==> src/rtl/qnigma_mdio_pkg.sv <==
// Shared MDIO register map, bit positions and PHY-emulator types.
package qnigma_mdio_pkg;

    localparam int unsigned DW = 16;
    localparam int unsigned AW = 5;

    localparam logic [AW-1:0] ADDR_BMCR   = 5'd0;
    localparam logic [AW-1:0] ADDR_BMSR   = 5'd1;
    localparam logic [AW-1:0] ADDR_PHYID1 = 5'd2;
    localparam logic [AW-1:0] ADDR_PHYID2 = 5'd3;
    localparam logic [AW-1:0] ADDR_ANAR   = 5'd4;
    localparam logic [AW-1:0] ADDR_ANLPAR = 5'd5;
    localparam logic [AW-1:0] ADDR_ANER   = 5'd6;
    localparam logic [AW-1:0] ADDR_GBCR   = 5'd9;
    localparam logic [AW-1:0] ADDR_GBSR   = 5'd10;

    localparam int unsigned BMCR_RESET_BIT   = 15;
    localparam int unsigned BMCR_ANE_BIT     = 12;
    localparam int unsigned BMCR_RESTART_BIT = 9;
    localparam int unsigned BMSR_AN_DONE_BIT = 5;
    localparam int unsigned BMSR_LINK_BIT    = 2;

    localparam logic [DW-1:0] BMCR_RST     = 16'h1140;
    localparam logic [DW-1:0] ANAR_RST_DEF = 16'h01E1;
    localparam logic [DW-1:0] GBSR_AN_VAL  = 16'h0C00;
    // Self-clearing BMCR bits are never stored; they are synthesised on read.
    localparam logic [DW-1:0] BMCR_SC_MASK = 16'h8200;

    typedef enum logic [1:0] {S_RESET, S_LINKDN, S_AN, S_UP} phy_emu_st_t;

    typedef struct packed {
        logic [DW-1:0] bmcr;
        logic [DW-1:0] bmsr;
        logic [DW-1:0] anar;
        logic [DW-1:0] anlpar;
        logic [DW-1:0] gbcr;
        logic          an_complete;
    } phy_emu_regs_t;

    function automatic logic is_ro(input logic [AW-1:0] a);
        return a inside {ADDR_BMSR, ADDR_PHYID1, ADDR_PHYID2, ADDR_ANLPAR, ADDR_ANER, ADDR_GBSR};
    endfunction

endpackage

==> src/rtl/qnigma_mdio_phy_emu_inst.sv <==
// One emulated PHY: writable registers, soft reset, autonegotiation FSM and latch-low link.
module qnigma_mdio_phy_emu_inst
    import qnigma_mdio_pkg::*;
#(
    parameter logic [DW-1:0] BMSR_CAP   = 16'h7909,
    parameter logic [DW-1:0] ANAR_RST   = ANAR_RST_DEF,
    parameter logic [DW-1:0] LP_ABILITY = 16'hC1E1,
    parameter int unsigned   RST_TICKS  = 16,
    parameter int unsigned   AN_TICKS   = 64
) (
    input  logic          clk,
    input  logic          rst,
    input  logic          we,
    input  logic [AW-1:0] waddr,
    input  logic [DW-1:0] wdata,
    input  logic          rd_bmsr,
    input  logic          link,
    output phy_emu_regs_t regs_c,
    output logic          busy_c,
    output logic          an_done
);

    localparam int unsigned CNT_MAX = (RST_TICKS > AN_TICKS) ? RST_TICKS : AN_TICKS;
    localparam int unsigned CNT_W   = (CNT_MAX > 1) ? $clog2(CNT_MAX) : 1;
    localparam logic [CNT_W-1:0] RST_LAST = CNT_W'(RST_TICKS - 1);
    localparam logic [CNT_W-1:0] AN_LAST  = CNT_W'(AN_TICKS - 1);

    phy_emu_st_t    st;
    logic [CNT_W-1:0] cnt;
    logic [DW-1:0]  bmcr;
    logic [DW-1:0]  anar;
    logic [DW-1:0]  anlpar;
    logic [DW-1:0]  gbcr;
    logic           an_complete;
    logic           restart;
    logic           link_latch;

    logic wr_ok;
    logic wr_bmcr;
    logic soft_rst_req;
    logic restart_req;
    logic rst_exit;

    assign busy_c       = (st == S_RESET);
    assign wr_ok        = we && !busy_c;
    assign wr_bmcr      = wr_ok && (waddr == ADDR_BMCR);
    assign soft_rst_req = wr_bmcr && wdata[BMCR_RESET_BIT];
    // Restart only means something while a link partner is present to negotiate with.
    assign restart_req  = wr_bmcr && wdata[BMCR_RESTART_BIT] && wdata[BMCR_ANE_BIT]
                          && link && ((st == S_AN) || (st == S_UP));
    assign rst_exit     = busy_c && (cnt == RST_LAST);

    always_ff @(posedge clk or negedge rst) begin
        if (!rst) begin
            st          <= S_LINKDN;
            cnt         <= '0;
            bmcr        <= BMCR_RST;
            anar        <= ANAR_RST;
            anlpar      <= '0;
            gbcr        <= '0;
            an_complete <= 1'b0;
            restart     <= 1'b0;
            an_done     <= 1'b0;
        end else if (busy_c) begin
            if (rst_exit) begin
                st     <= S_LINKDN;
                cnt    <= '0;
                bmcr   <= BMCR_RST;
                anar   <= ANAR_RST;
                anlpar <= '0;
                gbcr   <= '0;
            end else begin
                cnt <= cnt + 1'b1;
            end
        end else if (soft_rst_req) begin
            st          <= S_RESET;
            cnt         <= '0;
            anlpar      <= '0;
            an_complete <= 1'b0;
            restart     <= 1'b0;
            an_done     <= 1'b0;
        end else begin
            if (wr_bmcr)
                bmcr <= wdata & ~BMCR_SC_MASK;
            if (wr_ok && (waddr == ADDR_ANAR))
                anar <= wdata;
            if (wr_ok && (waddr == ADDR_GBCR))
                gbcr <= wdata;

            if (!link) begin
                st          <= S_LINKDN;
                anlpar      <= '0;
                an_complete <= 1'b0;
                restart     <= 1'b0;
                an_done     <= 1'b0;
            end else if (restart_req) begin
                st          <= S_AN;
                cnt         <= '0;
                restart     <= 1'b1;
                an_complete <= 1'b0;
                an_done     <= 1'b0;
            end else begin
                case (st)
                    S_LINKDN: begin
                        cnt <= '0;
                        st  <= bmcr[BMCR_ANE_BIT] ? S_AN : S_UP;
                    end
                    S_AN: begin
                        if (cnt == AN_LAST) begin
                            st          <= S_UP;
                            anlpar      <= LP_ABILITY;
                            an_complete <= 1'b1;
                            restart     <= 1'b0;
                            an_done     <= bmcr[BMCR_ANE_BIT];
                        end else begin
                            cnt <= cnt + 1'b1;
                        end
                    end
                    S_UP:    an_done <= an_complete && bmcr[BMCR_ANE_BIT];
                    default: st <= S_LINKDN;
                endcase
            end
        end
    end

    // Latch-low: only a BMSR read with the link present can re-arm the bit.
    always_ff @(posedge clk or negedge rst) begin
        if (!rst)
            link_latch <= 1'b0;
        else if (rst_exit || !link)
            link_latch <= 1'b0;
        else if (rd_bmsr)
            link_latch <= 1'b1;
    end

    always_comb begin
        regs_c             = '0;
        regs_c.bmcr        = bmcr | (DW'(busy_c) << BMCR_RESET_BIT) | (DW'(restart) << BMCR_RESTART_BIT);
        regs_c.bmsr        = BMSR_CAP | (DW'(an_complete) << BMSR_AN_DONE_BIT)
                                      | (DW'(link_latch) << BMSR_LINK_BIT);
        regs_c.anar        = anar;
        regs_c.anlpar      = anlpar;
        regs_c.gbcr        = gbcr;
        regs_c.an_complete = an_complete;
    end

endmodule

==> src/rtl/qnigma_mdio_phy_emu_bank.sv <==
// Multi-PHY MDIO register bank: PHY address decode, read mux/register, hit and err reporting.
module qnigma_mdio_phy_emu_bank
    import qnigma_mdio_pkg::*;
#(
    parameter int unsigned   N_PHY      = 2,
    parameter logic [AW-1:0] ADDR_BASE  = 5'd1,
    parameter logic [DW-1:0] PHYID1     = 16'h001C,
    parameter logic [DW-1:0] PHYID2     = 16'hC916,
    parameter logic [DW-1:0] BMSR_CAP   = 16'h7909,
    parameter logic [DW-1:0] ANAR_RST   = ANAR_RST_DEF,
    parameter logic [DW-1:0] LP_ABILITY = 16'hC1E1,
    parameter int unsigned   RST_TICKS  = 16,
    parameter int unsigned   AN_TICKS   = 64
) (
    input  logic             clk,
    input  logic             rst,
    input  logic [AW-1:0]    pin,
    input  logic [AW-1:0]    ain,
    input  logic [DW-1:0]    din,
    input  logic             vin,
    input  logic             rin,
    input  logic [N_PHY-1:0] link_in,
    output logic [DW-1:0]    dout,
    output logic             dv,
    output logic             hit,
    output logic             err,
    output logic [N_PHY-1:0] an_done
);

    logic [AW-1:0] idx;
    logic          match_c;
    phy_emu_regs_t regs_c [N_PHY];
    logic [N_PHY-1:0] busy_c;
    phy_emu_regs_t sel_regs_c;
    logic          sel_busy_c;
    logic [DW-1:0] rd_val_c;

    // Modulo-32 offset from the base address selects the instance.
    assign idx     = pin - ADDR_BASE;
    assign match_c = 32'(idx) < N_PHY;

    for (genvar k = 0; k < N_PHY; k++) begin : g_phy
        logic sel;
        assign sel = (idx == AW'(k));

        qnigma_mdio_phy_emu_inst #(
            .BMSR_CAP   (BMSR_CAP),
            .ANAR_RST   (ANAR_RST),
            .LP_ABILITY (LP_ABILITY),
            .RST_TICKS  (RST_TICKS),
            .AN_TICKS   (AN_TICKS)
        ) u_inst (
            .clk     (clk),
            .rst     (rst),
            .we      (vin && sel),
            .waddr   (ain),
            .wdata   (din),
            .rd_bmsr (rin && sel && (ain == ADDR_BMSR)),
            .link    (link_in[k]),
            .regs_c  (regs_c[k]),
            .busy_c  (busy_c[k]),
            .an_done (an_done[k])
        );
    end

    always_comb begin
        sel_regs_c = '0;
        sel_busy_c = 1'b0;
        rd_val_c   = '0;
        for (int unsigned k = 0; k < N_PHY; k++) begin
            if (idx == AW'(k)) begin
                sel_regs_c = regs_c[k];
                sel_busy_c = busy_c[k];
            end
        end
        case (ain)
            ADDR_BMCR:   rd_val_c = sel_regs_c.bmcr;
            ADDR_BMSR:   rd_val_c = sel_regs_c.bmsr;
            ADDR_PHYID1: rd_val_c = PHYID1;
            ADDR_PHYID2: rd_val_c = PHYID2;
            ADDR_ANAR:   rd_val_c = sel_regs_c.anar;
            ADDR_ANLPAR: rd_val_c = sel_regs_c.anlpar;
            ADDR_ANER:   rd_val_c = DW'(sel_regs_c.an_complete);
            ADDR_GBCR:   rd_val_c = sel_regs_c.gbcr;
            ADDR_GBSR:   rd_val_c = sel_regs_c.an_complete ? GBSR_AN_VAL : '0;
            default:     rd_val_c = '0;
        endcase
    end

    // Unmatched reads float high; writes to a busy instance are dropped silently.
    always_ff @(posedge clk or negedge rst) begin
        if (!rst) begin
            dout <= '0;
            dv   <= 1'b0;
            hit  <= 1'b0;
            err  <= 1'b0;
        end else begin
            dv  <= rin;
            hit <= match_c && (vin || rin);
            err <= ((vin || rin) && !match_c)
                   || (vin && match_c && is_ro(ain) && !sel_busy_c);
            if (rin)
                dout <= match_c ? rd_val_c : 16'hFFFF;
        end
    end

endmodule

==> config.mk <==
export PLATFORM = sky130hd
export DESIGN_NAME = qnigma_mdio_phy_emu_bank
export DESIGN_NICKNAME = d
export VERILOG_FILES = /design/src/rtl/qnigma_mdio_pkg.sv /design/src/rtl/qnigma_mdio_phy_emu_inst.sv /design/src/rtl/qnigma_mdio_phy_emu_bank.sv
export SDC_FILE = /design/constraint.sdc
export NUM_CORES = 1
export LEC_CHECK = 0
export BUFFER_PORTS_ARGS = -buffer_cell sky130_fd_sc_hd__buf_2
export CAP_MARGIN = 20
export CORE_MARGIN = 2
export CORE_UTILIZATION = 65
export DETAILED_ROUTE_END_ITERATION = 12
export GPL_TIMING_DRIVEN = 1
export PLACE_DENSITY_LB_ADDON = 0.15
export SLEW_MARGIN = 20
export SYNTH_ARGS = -nofsm -noshare
export SYNTH_HDL_FRONTEND = slang
export SYNTH_SLANG_ARGS = --single-unit
==> constraint.sdc <==
create_clock -name clk -period 4.41 [get_ports clk]
set_input_delay 0.882 -clock clk [delete_from_list [all_inputs] [get_ports clk]]
set_output_delay 0.882 -clock clk [all_outputs]
set_load 0.02 [all_outputs]
After elaboration in Yosys (flattened, before gate mapping)
Cells that the tools add are included.
- register bits after elaboration: 171
- latch bits: 0
- bits in writable memories: 0
- bits in read-only memories: 0
- input bits: 32
- output and inout port bits: 21
- word-level logic and storage cells: 264
- memories: 0
- add/subtract/negate cells: 3
- $mul: 0
- div/mod/pow operators: 0
- order comparisons: 1
- equality and inequality tests: 43
- shift operators: 0
- mux-type cells: 107
- bitwise gates (word level): 8
- reduce and logical (&&, ||, !) cells: 78
- operators by type and width (cell ; number):
    2-to-1 mux 16 bit ; 37
    2-to-1 mux 81 bit ; 2
    case mux 16 bit (9 select lines) ; 1
    2-to-1 mux 6 bit ; 12
    AND reduction 3 bit ; 14
    2-to-1 mux 1 bit ; 36
    logical AND 1 bit ; 33
    != test 4 x 1 -> 1 bit (second input constant) ; 8
    OR 16 x 10 -> 16 bit ; 2
    OR 16 bit ; 2
    OR 15 x 3 -> 15 bit ; 2
    2-to-1 mux 2 bit ; 12
    case mux 6 bit (2 select lines) ; 2
    != test 5 x 2 -> 1 bit (second input constant) ; 4
    nonzero test 2 bit ; 8
    equality test 5 x 3 -> 1 bit (second input constant) ; 3
    adder 6 x 1 -> 6 bit (second input constant) ; 2
    equality test 6 x 4 -> 1 bit (second input constant) ; 2
    equality test 6 bit (second input constant) ; 2
    2-to-1 mux 12 bit ; 1
    != test 6 x 3 -> 1 bit (second input constant) ; 2
    case mux 2 bit (3 select lines) ; 2
    equality test 5 x 1 -> 1 bit (second input constant) ; 2
    equality test 5 x 2 -> 1 bit (second input constant) ; 2
    20 further kinds ; 47

Depth between registers and ports, before layout
- word-level depth: 13
- gate-level depth with buffers: 10
- mapped depth without buffers: 8

Hierarchy
Synthesis repeated with hierarchy kept, for this count alone.
- cells, all modules: 875
- area, all modules: 8525.7 µm²
- by module, submodules not included (module ; instances ; cells each ; area an instance (µm²) ; sequential area each (µm²)):
    qnigma_mdio_phy_emu_inst ; 2 ; 279 ; 3051.7 ; 1487.7
    qnigma_mdio_phy_emu_bank ; 1 ; 317 ; 2422.3 ; 475.5

Least setup slack after synthesis
Ideal clock, no wire load.
- path kind: input-to-reg
- start point: input port pin[0]
- end point: register g_phy[0].u_inst.bmcr[10]
- setup time: 125 ps
- arrival time: 2811 ps
- data required time: 4285 ps
- slack: 1474 ps
- cell stages on the path: 7
- path buffers: 1
- cell sequence: inv_1 ha_1 o41a_1 or4_4 o21a_4 buf_6 mux2_4
- word-level cells in the longest chain between the ends: 8
- elaborated cells on any way between the ends: 9
- classes of those cells: 1 x add/sub; 1 x eq/ne; 7 x reduce/logical
- ends and longest elaborated chain (element ; RTL line ; text):
    start: declaration ; qnigma_mdio_phy_emu_bank.sv:17 ; input logic [AW-1:0] pin,
    subtractor 5 x 1 -> 5 bit * ; qnigma_mdio_phy_emu_bank.sv:39 ; assign idx = pin - ADDR_BASE;
    logical NOT 5 bit * ; qnigma_mdio_phy_emu_bank.sv:44 ; assign sel = (idx == AW'(k));
    logical AND 1 bit * ; qnigma_mdio_phy_emu_bank.sv:55 ; .we (vin && sel),
    logical AND 1 bit * ; qnigma_mdio_phy_emu_inst.sv:45 ; assign wr_ok = we && !busy_c;
    logical AND 1 bit * ; qnigma_mdio_phy_emu_inst.sv:46 ; assign wr_bmcr = wr_ok && (waddr == ADDR_BMCR);
    logical AND 1 bit ; qnigma_mdio_phy_emu_inst.sv:47 ; assign soft_rst_req = wr_bmcr && wdata[BMCR_RESET_BIT];
    != test 2 x 1 -> 1 bit (no source line) ; - ;
    AND reduction 3 bit (no source line) * ; - ;
    end signal: assignment ; qnigma_mdio_phy_emu_inst.sv:84 ; bmcr <= wdata & ~BMCR_SC_MASK;
    end: declaration ; qnigma_mdio_phy_emu_inst.sv:30 ; logic [DW-1:0] bmcr;
Every way passes the cells marked *; elsewhere a longest branch is shown, timed or not.
A chain may end at the register's enable or synchronous reset.

Worst setup path in the final report
- start point: input port pin[0]
- end point: register g_phy[1].u_inst.gbcr[9]
- word-level cells in the longest chain between the ends: 8
- elaborated cells on any way between the ends: 10
- classes of those cells: 1 x add/sub; 2 x eq/ne; 7 x reduce/logical
- ends and longest elaborated chain (element ; RTL line ; text):
    subtractor 5 x 1 -> 5 bit * ; qnigma_mdio_phy_emu_bank.sv:39 ;
    equality test 5 x 1 -> 1 bit * ; qnigma_mdio_phy_emu_bank.sv:44 ;
    logical AND 1 bit * ; qnigma_mdio_phy_emu_bank.sv:55 ;
    logical AND 1 bit * ; qnigma_mdio_phy_emu_inst.sv:45 ;
    logical AND 1 bit ; qnigma_mdio_phy_emu_inst.sv:46 ;
    logical AND 1 bit ; qnigma_mdio_phy_emu_inst.sv:47 ;
    != test 2 x 1 -> 1 bit (no source line) ; - ;
    AND reduction 3 bit (no source line) * ; - ;
    end signal: assignment ; qnigma_mdio_phy_emu_inst.sv:88 ; gbcr <= wdata;
    end: declaration ; qnigma_mdio_phy_emu_inst.sv:33 ; logic [DW-1:0] gbcr;
Marks and branches as above.

==> summary.txt <==
Run status
  – Status: finished clean

Detailed routing
  – WL final: 20300 µm
  – Vias: 6156
  – DR DRC count: 0
  – Drt wl/cell: 22.5 µm
  – Pre-antenna DRT Iters: 6
  – Routed Antenna Nets: 0
  – Via density: 6.82
  – Initial DRC Count: 667

Critical path
  – Startpoint types: input port
  – Critical Path End Type: flop
  – Crit path required time: 4.73 ns
  – Crit path from: pin[0]
  – Crit path arrival time: 3.51 ns
  – Crit path max fanout: 15
  – WS Path Type: input port to flop
  – R2R Path Start: g_phy[0].u_inst.st[0]
  – Flop2flop setup slack: 1.57 ns

Die
  – Die Area: 12200 µm²
  – Die Wd: 110 µm
  – Core Region: between 10000 and 15000 µm²
  – Die height: about 110 µm
  – # IOs: 53
  – Effective utilization at floorplan: 67.1%
  – Std-Cell Rows: 38

Placed design
  – Placed cell areas: just under 8000 µm²
  – Hpwl dp: 13200 µm
  – PortBufs: between 50 and 60
  – GPL Wtd Cong: 0.917

Cells and area
  – Most common cell after layout, fill and taps aside: dfrtp_1
  – Area grow syn2layout: 13.7%
  – Final Util: 76.3%
  – Layout fillers: 732
  – Final nets: 794
  – Design area: between 8000 and 9000 µm²
  – Commonest non-fill, non-tap cells in the layout: dfrtp_1, nand2_1, nor2_1
  – Share of cells above drive strength 1: 26.4%
  – Inserted Diodes: 0

Timing
  – Fmax: 313 MHz
  – Unrepaired setup endpoints after global routing: no
  – Final setup fails: 0
  – Max_slew headroom: 32.5%
  – Worst Tran Pin Value: 1.00 ns
  – Final worst-path cycle share: 72.4%
  – Final TNS setup: 0 ns
  – Hold WS: 0.487 ns
  – Final Slew Violations: 0
  – Worst Clk Skew: 0.0140 ns
  – Minimum clock period: ~3.2 ns
  – Hold Fails Final Rpt: 0

Yosys
  – Cells after Synth: 705
  – Synth Flop Type: dfrtp_1
  – Async SR Flop Fraction: 100%
  – Synth unique cells: 72
  – Syn. warnings: 0
  – Post-synth EDFFs: 0
  – Mapped cell area: roughly 7300 µm²
  – Seq/Total Area, Yosys: 47.0%
  – Post-synthesis area per instance: 10.4 µm²
  – Syn nets: 750
  – Yosys reg bits: between 100 and 150

CTS
  – Hold-fix buffers at CTS: 0
  – Post-cts resize count: 0
  – Root Buffer: clkbuf_16
  – Postcts setup bufs: 0
  – CTS H-Tree Depth: 4
  – Total CTS buffers: 17
  – Clk_lat worst skew: 0.44 ns
  – Clk buf depth: 2
  – CTS tree: done
  – Clock sinks: 137
  – Clock-pin slew on the worst setup and hold paths: 0.06 ns

Min path
  – Worst min path class: flop to flop
  – Hold Startpoint: g_phy[1].u_inst.bmcr[5]

Job
  – Max-Cap Viols: 0

Global routing
  – Largest net degree at the start of global routing: 101
  – Gr usage total: 35.6%
  – Initial antenna violation count: 0
  – Vias in the first global route: 6193
  – First-pass GRT wire length: approximately 32000 µm
  – Global route overflow: 0

Pwr
  – Static Leak: around 3.7 nW
  – Final Total Pwr: 0.00368 W
  – Maximum vdd ir drop: around 540 µV
  – PD cells: 441 nW/µm²
==> through the flow <==
| stage | setup WS [ns] | std cells |
|---|---|---|
| 3_5_place_dp | 0.884 | 870 |
| 2_1_floorplan | 1.47 | 705 |
| 5_1_grt | 1.04 | 902 |
| 3_3_place_gp | 0.957 | 870 |
| 6_report | 1.22 | 902 |
| 4_1_cts | 1.30 | 902 |
==> power by group <==
part	switching (W)	internal, W
combinational	0.000466	0.000262
sequential	0.0000818	0.00138
clock	0.000587	0.000902
total	0.00113	0.00254
==> layer usage <==
metal  GRT usage [%]  vias to the layer above  wire length, µm
li1                -                     2707                -
met5               0                        -                0
met2            56.0                      378             9450
met1            46.4                     3011             8030
met3            8.99                       60             2210
met4            17.1                        0              646
==> logic make-up (layout without fill, tap and decap cells) <==
| family | Yosys count | in the layout | synth area share [%] |
|---|---|---|---|
| compound gates | 187 | 187 | 18.4 |
| mux | 77 | 77 | 12.6 |
| flops | 137 | 137 | 47.0 |
| simple gates | 220 | 220 | 15.4 |
| xor+xnor | 2 | 2 | 0.239 |
| fa+ha+maj | 13 | 13 | 2.22 |
| buf+inv | 69 | 126 | 4.09 |
==> sequential cells by signal, indices dropped and copies added (netlist names) <==
register / flops
g_phy.u_inst.anar: 32
g_phy.u_inst.cnt: 12
g_phy.u_inst.an_complete: 2
dv: 1
g_phy.u_inst.st: 4
g_phy.u_inst.bmcr: 28
hit: 1
g_phy.u_inst.restart: 2
err: 1
g_phy.u_inst.anlpar: 2
g_phy.u_inst.link_latch: 2
g_phy.u_inst.an_done: 2
dout: 16
g_phy.u_inst.gbcr: 32
==> critical path, stage by stage <==
cell and delay [ns]:
buf_2 0.12, inv_1 0.08, ha_1 0.47, clkinv_1 0.43, nor3_4 0.50, a41oi_2 0.40
buf_4 0.33, mux2_2 0.28
==> layout make-up <==
cell class | count | area (µm²) | area share [%]
Multi-Input combinational cell | 499 | 3610 | 43.3
Sequential cell | 137 | 3450 | 41.4
Clock buffer | 18 | 429 | 5.14
Timing Repair Buffer | 68 | 387 | 4.63
Clock inverter | 14 | 190 | 2.28
Tap cell | 140 | 175 | 2.10
Inverter | 26 | 97.6 | 1.17
==> cells in the mapped netlist (all sizes together), types with 5 or more instances <==
cell	instances	area [µm²]
dfrtp	119	2980
mux2	68	833
nand2	63	236
nor2	52	195
o21ai	43	215
nor2b	29	181
a21oi	27	135
clkbuf	27	101
inv	25	93.8
a222oi	20	200
dfstp	18	473
nand3	17	85.1
buf	16	101
nor3	15	91.3
ha	13	163
a22oi	10	75.1
a31oi	10	62.6
mux2i	9	90.1
nand2b	9	63.8
o22a	9	78.8
o22ai	8	50.1
o21a	7	60.1
a41oi	5	43.8
o211ai	5	37.5
o221ai	5	43.8
o2bb2ai	5	43.8
==> final timing paths <==
| kind | cells past startpoint | end |
|---|---|---|
| max | 8 | g_phy[1].u_inst.gbcr[9] |
| min | 2 | g_phy[1].u_inst.bmcr[5] |
| max reg2reg | 9 | g_phy[0].u_inst.cnt[3] |
| min reg2reg | 2 | g_phy[1].u_inst.bmcr[5] |
| max in group asynchronous | 2 | g_phy[1].u_inst.gbcr[1] |
| min in group asynchronous | 1 | g_phy[1].u_inst.cnt[2] |
No activity file was read; power rests on OpenSTA's default activity.
